==> config.mk <==
export PLATFORM = sky130hd
export DESIGN_NAME = mem_write_scoreboard
export DESIGN_NICKNAME = d
export VERILOG_FILES = /design/src/rtl/mem_write_scoreboard.sv
export SDC_FILE = /design/constraint.sdc
export NUM_CORES = 1
export LEC_CHECK = 0
export BUFFER_PORTS_ARGS = -buffer_cell sky130_fd_sc_hd__buf_2
export CAP_MARGIN = 15
export CORE_MARGIN = 2
export CORE_UTILIZATION = 50
export DETAILED_ROUTE_END_ITERATION = 10
export PLACE_DENSITY = 0.79
export SETUP_SLACK_MARGIN = 0.3
export SLEW_MARGIN = 20
export SYNTH_ARGS = -nofsm -noshare
export SYNTH_HDL_FRONTEND = slang
export SYNTH_SLANG_ARGS = --single-unit
==> constraint.sdc <==
create_clock -name clk -period 19.1 [get_ports clk]
set_input_delay 0.955 -clock clk [delete_from_list [all_inputs] [get_ports clk]]
set_output_delay 0.955 -clock clk [all_outputs]
set_load 0.01 [all_outputs]
==> src/rtl/mem_write_scoreboard.sv <==
// In-order checker for CPU data-memory writes: a queue of expected (addr,data)
// pairs is compared against observed writes while the checker is in RUN.
module mem_write_scoreboard #(
  parameter int ADDR_W      = 32,
  parameter int DATA_W      = 32,
  parameter int DEPTH       = 8,
  parameter int CNT_W       = 8,
  parameter int CYC_W       = 16,
  parameter int TIMEOUT     = 1000,
  parameter int STOP_ON_ERR = 0
) (
  input  logic              clk,
  input  logic              reset,
  input  logic              start,
  input  logic              exp_valid,
  input  logic [ADDR_W-1:0] exp_addr,
  input  logic [DATA_W-1:0] exp_data,
  output logic              exp_ready,
  input  logic              memWrite,
  input  logic [ADDR_W-1:0] memDataAddr,
  input  logic [DATA_W-1:0] memWriteData,
  output logic              busy,
  output logic              done,
  output logic              pass,
  output logic              timeout,
  output logic [CNT_W-1:0]  err_count,
  output logic [CNT_W-1:0]  match_count,
  output logic [CYC_W-1:0]  cycle_count,
  output logic [ADDR_W-1:0] first_bad_addr,
  output logic [DATA_W-1:0] first_bad_data,
  output logic [1:0]        fsm_state
);

  // Expected-entry handshake: an entry transfers on a rising edge where
  // exp_valid && exp_ready; exp_ready depends only on registered queue fill.
  localparam int PTR_W = $clog2(DEPTH);
  localparam logic [PTR_W:0]   FILL_FULL = (PTR_W + 1)'(DEPTH);
  localparam logic [PTR_W:0]   FILL_ONE  = (PTR_W + 1)'(1);
  localparam logic [CNT_W-1:0] CNT_MAX   = {CNT_W{1'b1}};
  localparam logic [CYC_W-1:0] CYC_MAX   = {CYC_W{1'b1}};
  localparam logic [CYC_W-1:0] CYC_LAST  = CYC_W'(TIMEOUT - 1);

  typedef enum logic [1:0] {
    IDLE = 2'd0,
    RUN  = 2'd1,
    DONE = 2'd2
  } state_t;

  state_t state, state_nxt;

  logic [ADDR_W-1:0] q_addr [DEPTH];
  logic [DATA_W-1:0] q_data [DEPTH];
  logic [PTR_W-1:0]  wr_ptr, rd_ptr;
  logic [PTR_W:0]    fill;

  logic in_run, start_run, empty, push, pop, chk, head_eq;
  logic is_match, is_err, last_pop, hit_timeout;

  assign in_run      = (state == RUN);
  assign start_run   = start && !in_run;
  assign empty       = (fill == '0);
  assign exp_ready   = (fill != FILL_FULL);
  assign push        = exp_valid && exp_ready;
  assign chk         = in_run && memWrite;
  assign head_eq     = (q_addr[rd_ptr] == memDataAddr) && (q_data[rd_ptr] == memWriteData);
  assign pop         = chk && !empty;
  assign is_match    = pop && head_eq;
  assign is_err      = chk && !is_match;
  assign last_pop    = pop && !push && (fill == FILL_ONE);
  assign hit_timeout = in_run && (cycle_count == CYC_LAST);

  assign busy      = in_run;
  assign done      = (state == DONE);
  assign pass      = done && (err_count == '0) && !timeout && empty;
  assign fsm_state = state;

  // Storage needs no reset: fill/pointers define which slots are live.
  always_ff @(posedge clk) begin
    if (push) begin
      q_addr[wr_ptr] <= exp_addr;
      q_data[wr_ptr] <= exp_data;
    end
  end

  always_ff @(posedge clk or negedge reset) begin
    if (!reset) begin
      wr_ptr <= '0;
      rd_ptr <= '0;
      fill   <= '0;
    end else begin
      if (push) wr_ptr <= wr_ptr + 1'b1;
      if (pop)  rd_ptr <= rd_ptr + 1'b1;
      case ({push, pop})
        2'b10:   fill <= fill + 1'b1;
        2'b01:   fill <= fill - 1'b1;
        default: fill <= fill;
      endcase
    end
  end

  always_ff @(posedge clk or negedge reset) begin
    if (!reset) begin
      err_count      <= '0;
      match_count    <= '0;
      cycle_count    <= '0;
      timeout        <= 1'b0;
      first_bad_addr <= '0;
      first_bad_data <= '0;
    end else if (start_run) begin
      err_count      <= '0;
      match_count    <= '0;
      cycle_count    <= '0;
      timeout        <= 1'b0;
      first_bad_addr <= '0;
      first_bad_data <= '0;
    end else if (in_run) begin
      if (cycle_count != CYC_MAX) cycle_count <= cycle_count + 1'b1;
      if (is_match && (match_count != CNT_MAX)) match_count <= match_count + 1'b1;
      if (is_err) begin
        // err_count never returns to zero once bumped, so zero means "no error yet"
        if (err_count == '0) begin
          first_bad_addr <= memDataAddr;
          first_bad_data <= memWriteData;
        end
        if (err_count != CNT_MAX) err_count <= err_count + 1'b1;
      end
      if (hit_timeout) timeout <= 1'b1;
    end
  end

  always_ff @(posedge clk or negedge reset) begin
    if (!reset) state <= IDLE;
    else        state <= state_nxt;
  end

  always_comb begin
    state_nxt = state;
    case (state)
      IDLE, DONE: if (start) state_nxt = RUN;
      RUN: begin
        if (hit_timeout || last_pop || ((STOP_ON_ERR != 0) && is_err))
          state_nxt = DONE;
      end
      default: state_nxt = IDLE;
    endcase
  end

endmodule

==> metrics <==
max-cap violations=0; detailed-placement wirelength estimate=40800 um; min Tclk post-route=5.62 ns; Tightest Hold Check Type=input pin to async pin; Comb pwr share=32.1%; FF-to-FF path depth=12; post-route ant nets=0; Worst Path Buf+Inv=3; Overall Global Routing Usage=23.5%; IO Pins=236; Top FF cell, synth=edfxtp_1; DRC errors left=0; Reg power frac=41.7%; Netlist cell types=65; Worst Path Required=19.57 ns; Row Count=83; setup slack, reg-to-reg=13.48 ns; top cell type by total area after synthesis=edfxtp_1; RSZ-0062 raised after global routing=false; Inst Count DP=2401; slew of the pin with the lowest slew margin=1.07 ns; post-route insts no fill=2523; RR Startpoint=rd_ptr[0]; # hold bufs at CTS=0; vias in the first global route=14700; worst skew pair latency=0.62 ns; Nets=1926; Longest Clk Path Bufs=3; Crit. End Element=register; Startpoint Class=register; Final Cycle Share=29.4%; switching pwr=1470 uW; Synth Net Count=1673; Post-Route Setup TNS=0 ns; asr flop ratio synth=17.6%; critical path depth in cells=12; Slew Viols, Final=0; internal power=2950 uW; CTS root buf=clkbuf_16; critical path's slowest cell=buf_4; filler cell count in the final layout=3739; Layout area overhead=14.9%; Setup crit end=first_bad_data[27]; Sequential cell area=0.0181 sq mm; Critical Path Most Common Cell=buf_4; clock network power share=26.2%; largest cells by area after synthesis=edfxtp_1, dfrtp_1, mux4_2, mux2i_1, nand2_1; number of gates resized after CTS=0; setup bufs post-CTS=0; register bit total from synthesis=621; initial antenna violation count=16; Die W=231 um; CTS sink count=621; largest net degree at the start of global routing=77; delay-heaviest family, CP=simple AND/OR/NAND/NOR gates; Max stage delay on crit path=0.77 ns; Yosys Warn Count=0; Final Skew=0.0136 ns; sw frac=33.2%; routability cong.=0.933; CP Data Arrival Time=6.09 ns; critical path startpoint=rd_ptr[0]; r2r endpoint=first_bad_data[27]; CTS buffer count=60; CTS H-Tree Depth=2; Die Ht=231 um; Detailed Route WL=62700 um; first-pass GRT wire length=92700 um; DR pass1 iterations=6; Avg Cell Area, Syn=16.8 sq um; multi-input logic area=0.00724 sq mm; gr ovfl total=0; VDD IR max=0.0718 mV; worst path cell trace=buf_4 > buf_4 > nor2b_1 > a22oi_1 > a21oi_1 > o2111ai_1 > or4_1 > or4_4 > nor4_4 > nor3_2 > buf_4 > mux2i_1; final hold vios=0; share of the synthesized area in the top cell type=59.7%; full die area=0.0533 sq mm; Synth Cell Area=0.0257 sq mm; Initial Utilization=50.4%; Slew headroom=28.6%; vias after detailed routing=14900; sequential area share after synthesis=70.3%; clock slew at reported path FFs=0.07 ns; CP Max Fanout=46; leakage power=0.0109 uW; share of layout cells above drive strength 1=26.1%; fmax=178 MHz; number of synthesized flops with an enable pin=512; wire per inst=24.8 um; core area=0.0511 sq mm; Avg Vias per Cell=5.91; drt initial violations=1762; Post-Synthesis Cells=1530; status=complete, no violations; CP Class=register to register; IO buf count=235; CTS tree=built; final setup fails=0; pwr dens=149 mW/mm^2
[routing by layer]
| layer | vias to the layer above | global-route usage, % | wire length [um] |
|---|---|---|---|
| met5 | - | 0 | 102 |
| met4 | 14 | 9.19 | 2030 |
| met3 | 131 | 5.08 | 5460 |
| met2 | 724 | 37.4 | 30000 |
| met1 | 7574 | 32.0 | 25000 |
| li1 | 6478 | - | - |
[placed cells by master, fill, tap and decap left out, types with 10 or more instances in the layout]
cell and n:
edfxtp_1 512, buf_2 234, mux2i_1 185, nand2_1 174
dfrtp_1 106, mux4_2 84, clkbuf_16 62, nor2_1 36
xor2_1 36, xnor2_1 25, buf_4 23, a22o_1 21
nand4_1 19, a21oi_1 17, nand3_1 17, mux2_2 16
nor3_1 16, a22oi_1 12, inv_1 12, clkinv_2 12
o21ai_0 11, nor4_1 11, clkbuf_1 11, nor2b_1 10
ha_1 10
[Yosys cell counts (17+ instances only)]
cell / number
xnor2_1: 25
a22o_1: 21
nor3_1: 19
buf_2: 18
mux4_2: 84
clkbuf_1: 24
nand2_1: 175
a21oi_1: 17
nor2_1: 42
edfxtp_1: 512
mux2i_1: 185
nand3_1: 17
dfrtp_1: 109
nand4_1: 19
xor2_1: 36
[kinds of logic after synthesis]
family                     count (synthesis)  synth area share (%)
muxes                                    285                  15.2
and+or+nand+nor                          359                  6.78
adders and majority gates                 10                 0.486
DFF                                      621                  70.3
xor gates and xnor gates                  61                  2.07
AOI/OAI and AO/OA                        115                  3.28
buffers and inverters                     79                  1.84
[worst min-delay path by stage]
| stage | to | startpoint |
|---|---|---|
| floorplan | fill[3] | fill[3] |
| global placement | fill[3] | fill[3] |
| detailed placement | first_bad_data[2] | first_bad_data[2] |
| CTS | first_bad_addr[16] | reset |
| global route | first_bad_addr[19] | reset |
| finish | first_bad_addr[28] | reset |
[registers in the layout (all words and copies together), names as in the netlist]
register,flops
first_bad_data,32
timeout,1
rd_ptr,3
q_data,256
fsm_state,2
q_addr,256
fill,4
wr_ptr,3
cycle_count,16
first_bad_addr,32
match_count,8
err_count,8
[power by group through the flow]
stage	combinational, uW	clock [uW]	sequential, uW
2_1_floorplan	990	0	1860
3_3_place_gp	1390	0	1850
3_5_place_dp	1420	0	1870
4_1_cts	1420	1180	1840
5_1_grt	1520	1230	1860
6_report	1420	1160	1840
[layout make-up]
type,count,area share (%)
Inverter,12,0.152
Tap cell,680,2.88
Antenna cell,9,0.0761
Timing Repair Buffer,258,4.58
Clock buffer,80,5.71
Sequential cell,621,61.2
Multi-Input combinational cell,830,24.5
Clock inverter,33,0.909
[metrics by stage]
step	setup WS [ns]	utilization [%]	total power, uW	hold WS, ns	cell area, sq um
floorplan	12.82	-	2850	0.477	25700
global placement	13.67	54.0	3240	0.497	27600
detailed placement	13.54	54.0	3280	0.515	27600
CTS	13.48	57.9	4440	0.284	29600
global route	13.14	57.9	4610	0.311	29600
finish	13.48	57.9	4420	0.293	29600
No activity file was read; power rests on OpenSTA's default activity.
